--- config.mk ---
export PLATFORM = sky130hd
export DESIGN_NAME = two24_dsp_sched
export DESIGN_NICKNAME = d
export VERILOG_FILES = /design/src/rtl/two24_dsp_sched.sv
export SDC_FILE = /design/constraint.sdc
export NUM_CORES = 1
export LEC_CHECK = 0
export BUFFER_PORTS_ARGS = -buffer_cell sky130_fd_sc_hd__buf_2
export CORE_AREA = 2 2 233 235
export DETAILED_ROUTE_END_ITERATION = 10
export DIE_AREA = 0 0 235 237
export GPL_TIMING_DRIVEN = 0
export PLACE_DENSITY = 0.46
export SYNTH_ARGS = -nofsm -noshare
export SYNTH_HDL_FRONTEND = slang
export SYNTH_SLANG_ARGS = --single-unit
--- constraint.sdc ---
create_clock -name clk_i -period 2.4 [get_ports clk_i]
set_clock_uncertainty 0.05 [all_clocks]
set_input_delay 0.24 -clock clk_i [delete_from_list [all_inputs] [get_ports clk_i]]
set_output_delay 0.24 -clock clk_i [all_outputs]
set_load 0.03 [all_outputs]
--- src/rtl/two24_dsp_sched.sv ---
// two24_dsp_sched: round-robin scheduler that time-shares one TWO24 SIMD DSP adder
// (two 24-bit lanes, AB op C) among NREQ requesters. It accepts one operand pair per cycle,
// drives the DSP from a registered issue stage, carries the requester ID alongside the DSP
// latency and returns each result tagged with that ID.
// Build option: define TWO24_DSP_SCHED_PRIO_EN for fixed priority (lowest index wins);
// burst lock is still honoured in that build.
module two24_dsp_sched #(
    parameter int NREQ  = 4,
    parameter int ABREG = 1,
    parameter int PREG  = 1,
    parameter int IDW   = $clog2(NREQ)
) (
    input  logic                clk_i,
    input  logic                rst_i,
    input  logic [NREQ-1:0]     req_valid_i,
    input  logic [NREQ-1:0]     req_lock_i,
    input  logic [NREQ*48-1:0]  req_ab_i,
    input  logic [NREQ*48-1:0]  req_c_i,
    output logic [NREQ-1:0]     req_ready_o,
    output logic [47:0]         dsp_ab_o,
    output logic [47:0]         dsp_c_o,
    input  logic [47:0]         dsp_p_i,
    input  logic [1:0]          dsp_carry_i,
    output logic                res_valid_o,
    output logic [IDW-1:0]      res_id_o,
    output logic [47:0]         res_p_o,
    output logic [1:0]          res_carry_o
);

    // One stage per DSP register plus the issue stage.
    localparam int DEPTH = ABREG + PREG + 1;

    typedef enum logic {ST_ARB, ST_LOCKED} state_e;

    state_e         state_q, state_d;
    logic [IDW-1:0] ptr_q, ptr_d;
    logic [IDW-1:0] lock_id_q, lock_id_d;
    logic           hs;
    logic [IDW-1:0] hs_id;
    int             start;
    int             idx;

    logic [47:0]    dsp_ab_q, dsp_c_q;
    logic [DEPTH-1:0] vld_q;
    logic [IDW-1:0] id_q [DEPTH];

    function automatic logic [IDW-1:0] wrap_inc(input logic [IDW-1:0] i);
        return IDW'((int'(i) + 1) % NREQ);
    endfunction

    // Grant selection and next arbitration state.
    always_comb begin
        // NOTE: every variable gets a default first so no path leaves one unassigned (no latch).
        req_ready_o = '0;
        hs          = 1'b0;
        hs_id       = '0;
        state_d     = state_q;
        ptr_d       = ptr_q;
        lock_id_d   = lock_id_q;
        idx         = 0;
`ifdef TWO24_DSP_SCHED_PRIO_EN
        start       = 0;
`else
        // A lock whose owner has dropped valid hands the search to the next index this same cycle.
        start       = (state_q == ST_LOCKED) ? (int'(lock_id_q) + 1) % NREQ : int'(ptr_q);
`endif

        if (!rst_i) begin
            if (state_q == ST_LOCKED && req_valid_i[lock_id_q]) begin
                hs    = 1'b1;
                hs_id = lock_id_q;
            end else begin
                if (state_q == ST_LOCKED) begin
                    state_d = ST_ARB;
                    ptr_d   = wrap_inc(lock_id_q);
                end
                for (int k = 0; k < NREQ; k++) begin
                    idx = (start + k) % NREQ;
                    if (!hs && req_valid_i[idx]) begin
                        hs    = 1'b1;
                        hs_id = IDW'(idx);
                    end
                end
            end

            if (hs) begin
                req_ready_o[hs_id] = 1'b1;
                if (req_lock_i[hs_id]) begin
                    state_d   = ST_LOCKED;
                    lock_id_d = hs_id;
                end else begin
                    state_d   = ST_ARB;
                    ptr_d     = wrap_inc(hs_id);
                end
            end
        end
    end

    // Arbitration state, issue registers and the ID tracking pipeline.
    always_ff @(posedge clk_i) begin
        if (rst_i) begin
            state_q   <= ST_ARB;
            ptr_q     <= '0;
            lock_id_q <= '0;
            dsp_ab_q  <= '0;
            dsp_c_q   <= '0;
            vld_q     <= '0;
            // NOTE: the ID pipeline is cleared too so res_id_o reads 0 out of reset.
            for (int k = 0; k < DEPTH; k++) id_q[k] <= '0;
        end else begin
            // NOTE: non-blocking assignments so every stage samples the pre-edge value.
            state_q   <= state_d;
            ptr_q     <= ptr_d;
            lock_id_q <= lock_id_d;
            if (hs) begin
                dsp_ab_q <= req_ab_i[48*hs_id +: 48];
                dsp_c_q  <= req_c_i[48*hs_id +: 48];
            end
            vld_q[0] <= hs;
            id_q[0]  <= hs_id;
            for (int k = 1; k < DEPTH; k++) begin
                vld_q[k] <= vld_q[k-1];
                id_q[k]  <= id_q[k-1];
            end
        end
    end

    assign dsp_ab_o    = dsp_ab_q;
    assign dsp_c_o     = dsp_c_q;
    assign res_valid_o = vld_q[DEPTH-1];
    assign res_id_o    = id_q[DEPTH-1];
    assign res_p_o     = dsp_p_i;
    assign res_carry_o = dsp_carry_i;

endmodule

==> results of run 1 <==
==> layer usage <==
layer	track usage	wire length, um	vias to the layer above
met5	0	40	-
met4	0.0577	1450	6
met3	0.0309	2310	51
met2	0.255	22300	367
met1	0.175	18700	4368
li1	-	-	4347
==> final timing paths <==
check | startpoint | slack (ns) | endpoint
max reg2reg | lock_id_q[0]$_SDFFE_PP0P_ | -0.52 | dsp_c_o[15]$_SDFFE_PP0P_
min | req_c_i[117] | 0.05 | dsp_c_o[21]$_SDFFE_PP0P_
min reg2reg | id_q[0][2]$_SDFF_PP0_ | 0.38 | id_q[0][4]$_SDFF_PP0_
max | lock_id_q[0]$_SDFFE_PP0P_ | -0.58 | req_ready_o[2]
==> layout make-up <==
cell class	count	share of cell area
Buffer	130	0.0967
Sequential cell	110	0.163
Inverter	8	0.00259
Clock inverter	5	0.00472
Timing Repair Buffer	622	0.284
Tap cell	696	0.0644
Multi-Input combinational cell	586	0.366
Clock buffer	11	0.0179
==> report_power, final <==
part           total (mW)  internal (mW)  switching, mW
clock                1.68          0.851          0.833
sequential           2.82           2.48          0.345
combinational        11.8           5.41           6.39
==> worst max-delay path, cell delays in order (launching register included) <==
cell	delay [ns]
dfxtp_2	0.34
buf_8	0.14
mux2i_4	0.26
o22ai_2	0.16
a211o_1	0.35
o211ai_4	0.27
inv_2	0.07
buf_6	0.13
buf_12	0.12
ha_4	0.14
and3_4	0.16
buf_6	0.13
==> synth_stat cells (2+ instances only) <==
library cell | count | share of area
nand2_1 | 130 | 0.072
dfxtp_1 | 110 | 0.33
a211oi_1 | 82 | 0.091
o221ai_1 | 82 | 0.11
and2_1 | 70 | 0.065
buf_4 | 62 | 0.069
o21ai_0 | 56 | 0.042
clkbuf_1 | 36 | 0.020
o21ai_1 | 31 | 0.023
buf_2 | 28 | 0.021
mux2i_1 | 18 | 0.027
a31oi_1 | 16 | 0.015
a32o_1 | 15 | 0.022
and2_0 | 11 | 0.010
nor2b_1 | 10 | 0.0093
nor2_1 | 8 | 0.0045
and3_1 | 7 | 0.0065
inv_1 | 5 | 0.0028
ha_1 | 4 | 0.0074
a2111oi_0 | 3 | 0.0039
a221oi_1 | 3 | 0.0039
buf_6 | 3 | 0.0050
or3b_2 | 3 | 0.0039
a211o_1 | 2 | 0.0026
a41o_1 | 2 | 0.0030
buf_1 | 2 | 0.0011
nand2_2 | 2 | 0.0019
nand2b_1 | 2 | 0.0019
nor3_1 | 2 | 0.0015
o22ai_1 | 2 | 0.0019
or2_2 | 2 | 0.0019
or4_1 | 2 | 0.0022
==> stage by stage <==
| step | area (um^2) | util | std cells | power, mW | setup TNS, ns |
|---|---|---|---|---|---|
| finish | 13500 | 0.254 | 2168 | 16.3 | -46.17 |
| global route | 13500 | 0.254 | 2168 | 17.3 | -57.90 |
| CTS | 12200 | 0.230 | 2132 | 14.7 | -47.67 |
| detailed placement | 10600 | 0.198 | 2072 | 10.5 | -111.11 |
| global placement | 10500 | 0.198 | 2071 | 10.4 | -112.88 |
| floorplan | 6940 | - | 831 | 7.75 | -5.77 |
==> cells by family (layout without fill, tap and decap cells) <==
| logic type | count (synthesis) | in the layout | share of synthesized area |
|---|---|---|---|
| buf+inv | 139 | 776 | 0.121 |
| simple gates | 255 | 259 | 0.188 |
| flops | 110 | 110 | 0.327 |
| compound gates | 304 | 304 | 0.329 |
| fa+ha+maj | 4 | 4 | 0.00743 |
| xor+xnor | 1 | 1 | 0.00130 |
| mux | 18 | 18 | 0.0267 |
==> registers in the layout, indices dropped and copies added, names as in the netlist <==
name	cells
id_q	6
lock_id_q	2
dsp_c_o	48
vld_q	3
ptr_q	2
dsp_ab_o	48
state_q	1
==> timing repair <==
action / CTS / global route
buffers inserted: 33 / 24
cloned: 12 / 13
resized for setup: 193 / 175
endpoints found under the setup margin: 107 / 107
pin swaps: 13 / 65
==> placed cells by master, fill, tap and decap left out, types with 5 or more instances in the layout <==
master / Yosys / layout
nor2_1: 8 / 6
nor2b_1: 10 / 9
clkbuf_8: 0 / 9
a211oi_2: 0 / 25
and3_4: 0 / 5
mux2i_1: 18 / 14
a32o_1: 15 / 15
and2_0: 11 / 11
a211oi_1: 82 / 54
buf_6: 3 / 19
buf_4: 62 / 93
dfxtp_1: 110 / 107
clkbuf_1: 36 / 18
and2_1: 70 / 66
clkbuf_16: 0 / 24
o221ai_4: 0 / 18
a31oi_1: 16 / 15
o21ai_2: 0 / 6
buf_8: 0 / 14
buf_12: 0 / 26
buf_16: 0 / 7
buf_2: 28 / 547
nand2_1: 130 / 130
o21ai_1: 31 / 77
o221ai_2: 0 / 61
nand2_8: 0 / 6
==> out/metrics.cfg, run 1 <==
[timing]
period_share=1.24
fmax_mhz=336
hold_viol_final=0
fin_ws_ns=-0.579
min_period_ns=2.98
whs_ns=0.0546
finalSetupViolCount=105
tightest_slew_ns=1.08
worst_slew_margin_rel=0.276
rsz0062_at_grt=true
drv_slew=0

[outcome]
status=finished with violations
failed_checks=negative setup slack

[logic_synthesis]
synth_fp_nets=1279
synth-seq-cells=110
synthCells=831
async_reset_ff_frac=0
yosys_warnings=0
post_synth.cell_area_avg_um2=8.11
netlist_area_um2=6740
synth-main-ff-cell=dfxtp_1
synth_edf_count=0
ys_types=52
synth_sequential_area_ratio=0.327

[finish]
num_antenna_cells=0
regArea_um2=2210
nets=1915
drive_gt1_frac=0.621
fill_cells=5806
multi_input_area_um2=4960
area_delta_synth_final_pct=101

[clocking]
root_buffer=clkbuf_16
htreeDepth=3
clock_latency_ns=0.39
cts-buffers-inserted=9
cts.sinks=110
cts_hold_buf=0
clockBufferDepth=2
cts_tree=built
clk_pin_slew_ns=0.09

[die]
die_height_um=237
rows=85
start_util=0.126
dieArea_um2=55700
core_um2=53300
die_w_um=235
ios=597

[grt]
grt_pass1_vias=9161
grt_pass1_wl_mm=59.9
grt-ovfl-total=0
antenna_found_initial=3
grt_max_degree=19
grtUsageTotal=0.146

[hold_path]
worstHoldPathCells=3
hold_path_class=input pin to flip-flop

[detailed_routing]
vias_per_cell=4.22
routed-via-count=9139
totalWireLength_mm=44.8
final_antenna_net_count=0
post_drt_wl_per_cell_um=20.7
drt_iter0_drc=351
drc=0
firstDrtPassIters=5

[critical_path]
cp-start-kind=flip-flop
critPathArrivalTime_ns=2.69
crit_fanout=6
end_kind=output pin
path_class=flip-flop to output pin
r2r_cells=13
required_ns=2.11

[placed_design]
dp_hpwl_mm=32.1
place_congestion=0.856
post-place-ws_ns=-1.30
port_buffers=544

[job]
cap_violations=0

[power_and_ir_drop]
p_leak_nw=5.82
power_per_cell_area_nw_per_um2=1200
peakVddDrop_v=0.000675

Note: power is estimated with default switching activity, not from simulation.
==> inputs of run 2 (changes only) <==
--- a/config.mk
+++ b/config.mk
@@ -10,7 +10,7 @@
 export DETAILED_ROUTE_END_ITERATION = 10
 export DIE_AREA = 0 0 235 237
 export GPL_TIMING_DRIVEN = 0
-export PLACE_DENSITY = 0.46
+export PLACE_DENSITY = 0.45
 export SYNTH_ARGS = -nofsm -noshare
 export SYNTH_HDL_FRONTEND = slang
 export SYNTH_SLANG_ARGS = --single-unit
==> constraint.sdc (replaced) <==
create_clock -name clk_i -period 2.8 [get_ports clk_i]
set_clock_uncertainty 0.05 [all_clocks]
set_input_delay 0.28 -clock clk_i [delete_from_list [all_inputs] [get_ports clk_i]]
set_output_delay 0.28 -clock clk_i [all_outputs]
set_load 0.03 [all_outputs]
==> out/metrics.cfg, run 2 (same netlist as run 1, synthesis figures left out) <==
[placed_design]
dp_hpwl_mm=31.8
place_inst=2073
port_buffers=544
dpl-instance-area_um2=10400
place_congestion=0.861

[finish]
area_delta_synth_final_pct=83.6
fin_cells=2141
drive_gt1_frac=0.576
postLayoutCellArea_um2=12400
final_common_cell=buf_2
layout_common_cells=buf_2 (546), nand2_1 (130), dfxtp_1 (107)
nets=1887

[power_and_ir_drop]
peakVddDrop_v=0.000388
power_per_cell_area_nw_per_um2=1000
p_leak_nw=5.42

[grt]
grt_max_degree=17
antenna_found_initial=1
grt_pass1_wl_mm=57.6
grt_pass1_vias=8987
grt-ovfl-total=0
grtUsageTotal=0.140

[clocking]
clk_pin_slew_ns=0.08
cts_tree=built
cts-buffers-inserted=9
clockBufferDepth=2
cts.sinks=110
htreeDepth=3
cts_hold_buf=0
root_buffer=clkbuf_16
clock_latency_ns=0.39

[timing]
min_period_ns=3.11
worst_slew_margin_rel=0.432
setup-tns-final_ns=-4.47
rsz0062_at_grt=true
drv_slew=0
fmax_mhz=322
tightest_slew_ns=0.852
hold_viol_final=0
fin_ws_ns=-0.308
finalSetupViolCount=89
period_share=1.11

[hold_path]
hp-start=req_ab_i[124]
hold_path_class=input pin to flip-flop

[critical_path]
critPathArrivalTime_ns=2.78
cp-startpoint=lock_id_q[0]$_SDFFE_PP0P_
required_ns=2.47
cp-start-kind=flip-flop
crit_buf_inv=4
r2r_start=lock_id_q[0]$_SDFFE_PP0P_
cpMaxStageDelayCell=or4_4
end_kind=output pin
path_class=flip-flop to output pin
critPathTopFamily=simple AND/OR/NAND/NOR gates
cpPeakStageDelay_ns=0.57
crit_chain=buf_8 -> mux2i_4 -> o221ai_2 -> or4_4 -> and3_4 -> buf_12 -> buf_12 -> ha_4 -> and3_4 -> buf_6
crit_fanout=5

[detailed_routing]
m1WireLength_mm=17.7
final_antenna_net_count=0
wl_met2_mm=20.6
post_drt_wl_per_cell_um=19.5
wl_met3_mm=2.30
routed-via-count=9004
vias_per_cell=4.21
drt_iter0_drc=283
routed.top_layer=met5
totalWireLength_mm=41.7
drc=0
firstDrtPassIters=4

[die]
dieArea_um2=55700
ios=597
die_height_um=237
core_um2=53300
start_util=0.126
die_w_um=235
rows=85

[outcome]
status=finished with violations
failed_checks=negative setup slack

[job]
cap_violations=0

## run 2: cell count changes in the layout (fill, tap and decap cells not counted), moves of 6 or more
cell,before,now
o221ai_1,3,23
a211oi_1,54,72
a211oi_2,25,8
o21ai_0,4,18
o221ai_4,18,5
buf_12,26,15
clkbuf_4,1,12
o21ai_1,77,66
clkbuf_16,24,17
o221ai_2,61,54
buf_16,7,1
## run 2: through the flow
step | setup slack (ns) | total power [mW] | util | hold slack (ns)
4_1_cts | -0.332 | 11.6 | 0.217 | 0.0482
3_3_place_gp | -1.01 | 8.65 | 0.194 | 0.366
5_1_grt | -0.418 | 13.2 | 0.232 | 0.0742
2_1_floorplan | 0.00491 | 6.31 | - | 0.364
6_report | -0.308 | 12.4 | 0.232 | 0.0903
3_5_place_dp | -0.979 | 8.67 | 0.195 | 0.379
## run 2: path summary, 6_finish.rpt
check | end | slack (ns) | depth (start not counted)
worst max-delay path | req_ready_o[2] | -0.31 | 10
worst min-delay path | dsp_ab_o[28]$_SDFFE_PP0P_ | 0.09 | 3
worst max register to register | ptr_q[1]$_SDFF_PP0_ | -0.11 | 12
worst min register to register | id_q[0][5]$_SDFF_PP0_ | 0.40 | 1
## run 2: routing by layer
| layer | vias to the layer above | global-route usage |
|---|---|---|
| li1 | 4282 | - |
| met4 | 2 | 0.0595 |
| met2 | 384 | 0.236 |
| met1 | 4282 | 0.170 |
| met5 | - | 0 |
| met3 | 54 | 0.0318 |
## run 2: worst reg2reg max path: stages, from the launching register on
cell	delay (ns)
dfxtp_2	0.34
buf_8	0.13
mux2i_4	0.26
o221ai_2	0.15
or4_4	0.57
and3_4	0.22
clkinv_4	0.06
buf_12	0.10
buf_4	0.10
buf_4	0.14
a22oi_2	0.10
a2111oi_1	0.48
a41o_1	0.15
## run 2: power breakdown
group / switching (mW) / total, mW / internal (mW)
sequential: 0.295 / 2.42 / 2.12
clock: 0.689 / 1.37 / 0.676
combinational: 4.94 / 8.59 / 3.65
total: 5.92 / 12.4 / 6.45
## run 2: layout make-up
class                           count  area, um^2
Inverter                            8        35.0
Fill cell                        5915       40900
Buffer                            128        1090
Clock buffer                       13         270
Clock inverter                      3        17.5
Tap cell                          696         871
Timing Repair Buffer              598        3390
Sequential cell                   110        2210
Multi-Input combinational cell    584        4490
Antenna cell                        1        2.50
## run 2: timing repair
item / 4_1_cts / 5_1_grt
gates cloned: 2 / 9
resized for setup: 161 / 132
buffers inserted: 30 / 14
setup endpoints to repair: 107 / 103
endpoints found under the hold margin: 0 / 0
pin swaps: 15 / 19
==> inputs of run 3 (changes only) <==
==> config.mk (replaced) <==
export PLATFORM = sky130hd
export DESIGN_NAME = two24_dsp_sched
export DESIGN_NICKNAME = d
export VERILOG_FILES = /design/src/rtl/two24_dsp_sched.sv
export SDC_FILE = /design/constraint.sdc
export NUM_CORES = 1
export LEC_CHECK = 0
export ABC_AREA = 1
export BUFFER_PORTS_ARGS = -buffer_cell sky130_fd_sc_hd__buf_2
export CORE_AREA = 2 2 235 237
export DETAILED_ROUTE_END_ITERATION = 10
export DIE_AREA = 0 0 237 239
export GPL_TIMING_DRIVEN = 0
export PLACE_DENSITY = 0.47
export SYNTH_ARGS = -nofsm -noshare
export SYNTH_HDL_FRONTEND = slang
export SYNTH_SLANG_ARGS = --single-unit
==> out/metrics.cfg, run 3 <==
[finish]
fill_cells=6316
regArea_um2=2210
final_common_cell=nand2_1
area_delta_synth_final_pct=64.8
layout_common_cells=nand2_1 (639), buf_2 (553), nor2_1 (188)
post-route-util=0.250
nets=2556
fin_cells=2819
drive_gt1_frac=0.387
multi_input_area_um2=5170

[critical_path]
end_kind=output pin
path_class=flip-flop to output pin
cp-start-kind=flip-flop
r2r_cells=24
r2r_start=lock_id_q[0]$_SDFFE_PP0P_
required_ns=2.47
rrSetupSlack_ns=-0.09
critPathArrivalTime_ns=2.61
crit_fanout=8
r2r-end=dsp_c_o[15]$_SDFFE_PP0P_

[detailed_routing]
totalWireLength_mm=48.2
vias_per_cell=3.94
final_antenna_net_count=0
routed-via-count=11114
drc=0
firstDrtPassIters=5
drt_iter0_drc=432
post_drt_wl_per_cell_um=17.1

[power_and_ir_drop]
power.switching_mw=11.4
p_leak_nw=8.03
intPower_mw=9.15
peakVddDrop_v=0.000575
p_seq_frac=0.123
swShare=0.555
p_comb_frac=0.808
pwr-share-clk=0.068
power_per_cell_area_nw_per_um2=1520

[logic_synthesis]
netlist_area_um2=8230
synth-main-ff-cell=dfxtp_1
synthCells=1508
synth.area.top_cells=nand2_1 (31%), dfxtp_1 (27%), nor2_1 (8.8%)
post_synth.cell_area_avg_um2=5.46
async_reset_ff_frac=0
synth_top_cell_area_share=0.307
ys_types=24
synth_commonest_cells=nand2_1 (673), nor2_1 (193), nand3_1 (132)
synth-seq-cells=110
yosys_warnings=0
synth_top_area_cell=nand2_1
synth_edf_count=0
synth_most_common_cell=nand2_1
synth_fp_nets=1956
synth_sequential_area_ratio=0.268

[grt]
grt_pass1_wl_mm=66.7
grt_pass1_vias=10775
antenna_found_initial=8
grt-ovfl-total=0
grtUsageTotal=0.160
grt_max_degree=20

[die]
core_um2=54300
rows=86
ios=597
dieArea_um2=56600
die_height_um=239
start_util=0.151
die_w_um=237

[hold_path]
hold_path_class=input pin to flip-flop
hp-start=req_c_i[124]
worstHoldPathCells=5
holdPathEnd=dsp_c_o[28]$_SDFFE_PP0P_

[timing]
worst_slew_margin_rel=0.138
hold_viol_final=0
min_period_ns=2.94
tightest_slew_ns=1.29
finalSetupViolCount=60
drv_slew=0
setup-tns-final_ns=-2.15
period_share=1.05
fin_ws_ns=-0.139
rsz0062_at_grt=true
fmax_mhz=340

[clocking]
htreeDepth=3
cts_tree=built
clockBufferDepth=2
clk_pin_slew_ns=0.08
cts_hold_buf=0
cts.sinks=110
clock_latency_ns=0.39
root_buffer=clkbuf_16
cts-buffers-inserted=9

[outcome]
failed_checks=negative setup slack
status=finished with violations

[placed_design]
place_congestion=0.880
dp_hpwl_mm=38.1
place_inst=2758
port_buffers=546

[job]
cap_violations=0

-- run 3: changes by cell type in the layout (fill, tap and decap cells not counted), moves of 54 or more --
cell	change
a211oi_1	-72
and2_1	-70
inv_1	+86
nand2_1	+509
nand3_1	+121
nor2_1	+181
o21ai_0	+70
o221ai_2	-54
-- run 3: timing repair --
action / in CTS / in global routing
pin swaps: 19 / 27
gates resized for setup: 143 / 134
buffers inserted: 18 / 16
gates cloned: 2 / 10
setup endpoints to repair: 105 / 105
-- run 3: how the worst max path moves through the flow --
stage,cells after the start,start,to
after floorplan,16,state_q$_SDFFE_PP0P_,req_ready_o[1]
after detailed placement,14,state_q$_SDFFE_PP0P_,dsp_ab_o[41]$_SDFFE_PP0P_
after global routing,25,lock_id_q[0]$_SDFFE_PP0P_,dsp_c_o[14]$_SDFFE_PP0P_
final,20,lock_id_q[0]$_SDFFE_PP0P_,req_ready_o[1]
after global placement,14,state_q$_SDFFE_PP0P_,dsp_ab_o[41]$_SDFFE_PP0P_
after CTS,20,state_q$_SDFFE_PP0P_,req_ready_o[3]
-- run 3: kinds of logic (layout without fill, tap and decap cells) --
kind of cell / Yosys count / after routing / synth area share
flip-flops: 110 / 110 / 0.268
other: 0 / 2 / 0
adder cells (fa/ha/maj): 4 / 4 / 0.00608
buffers and inverters: 250 / 853 / 0.149
AO/OA/AOI/OAI: 112 / 113 / 0.0695
AND/OR/NAND/NOR: 1032 / 1033 / 0.508
-- run 3: critical path, stage by stage (launching register included) --
cell	delay, ns
dfxtp_2	0.33
buf_6	0.12
inv_4	0.04
nand2_2	0.06
nand2_2	0.06
nand2_4	0.11
nand2_8	0.10
nand2_4	0.09
inv_2	0.04
nor2_4	0.17
nand3_2	0.11
nor2_4	0.15
nor2_4	0.06
nand2_4	0.09
buf_12	0.11
buf_12	0.11
inv_8	0.04
ha_4	0.15
nand2_4	0.07
nor2_4	0.04
buf_6	0.16
-- run 3: per-stage QoR --
stage | setup slack, ns | total power [mW] | area (um^2) | hold slack, ns
4_1_cts | -0.201 | 18.8 | 12800 | 0.106
3_3_place_gp | -0.911 | 15.6 | 11800 | 0.342
2_1_floorplan | 0.0573 | 10.9 | 8230 | 0.301
6_report | -0.139 | 20.6 | 13600 | 0.147
5_1_grt | -0.275 | 22.5 | 13600 | 0.136
3_5_place_dp | -0.941 | 15.6 | 11800 | 0.344
-- run 3: final cells by class --
class | count | area share
Antenna cell | 2 | 0.000369
Clock inverter | 7 | 0.00581
Tap cell | 704 | 0.0649
Inverter | 101 | 0.0298
Multi-Input combinational cell | 1150 | 0.381
Buffer | 146 | 0.0915
Timing Repair Buffer | 590 | 0.247
Clock buffer | 9 | 0.0166
Sequential cell | 110 | 0.163
-- run 3: power by group through the flow --
| stage | registers [mW] | logic, mW | clock network, mW |
|---|---|---|---|
| 3_3_place_gp | 2.52 | 13.1 | 0 |
| 3_5_place_dp | 2.53 | 13.1 | 0 |
| 6_report | 2.53 | 16.6 | 1.41 |
| 2_1_floorplan | 3.51 | 7.39 | 0 |
| 4_1_cts | 2.51 | 14.8 | 1.49 |
| 5_1_grt | 2.61 | 18.4 | 1.54 |
-- run 3: metal layers --
metal / global-route usage / vias up / share of wire
met5: 0 / - / 0.00070
met4: 0.0552 / 6 / 0.026
met3: 0.0361 / 52 / 0.056
met2: 0.276 / 359 / 0.48
met1: 0.196 / 4909 / 0.43
li1: - / 5788 / -
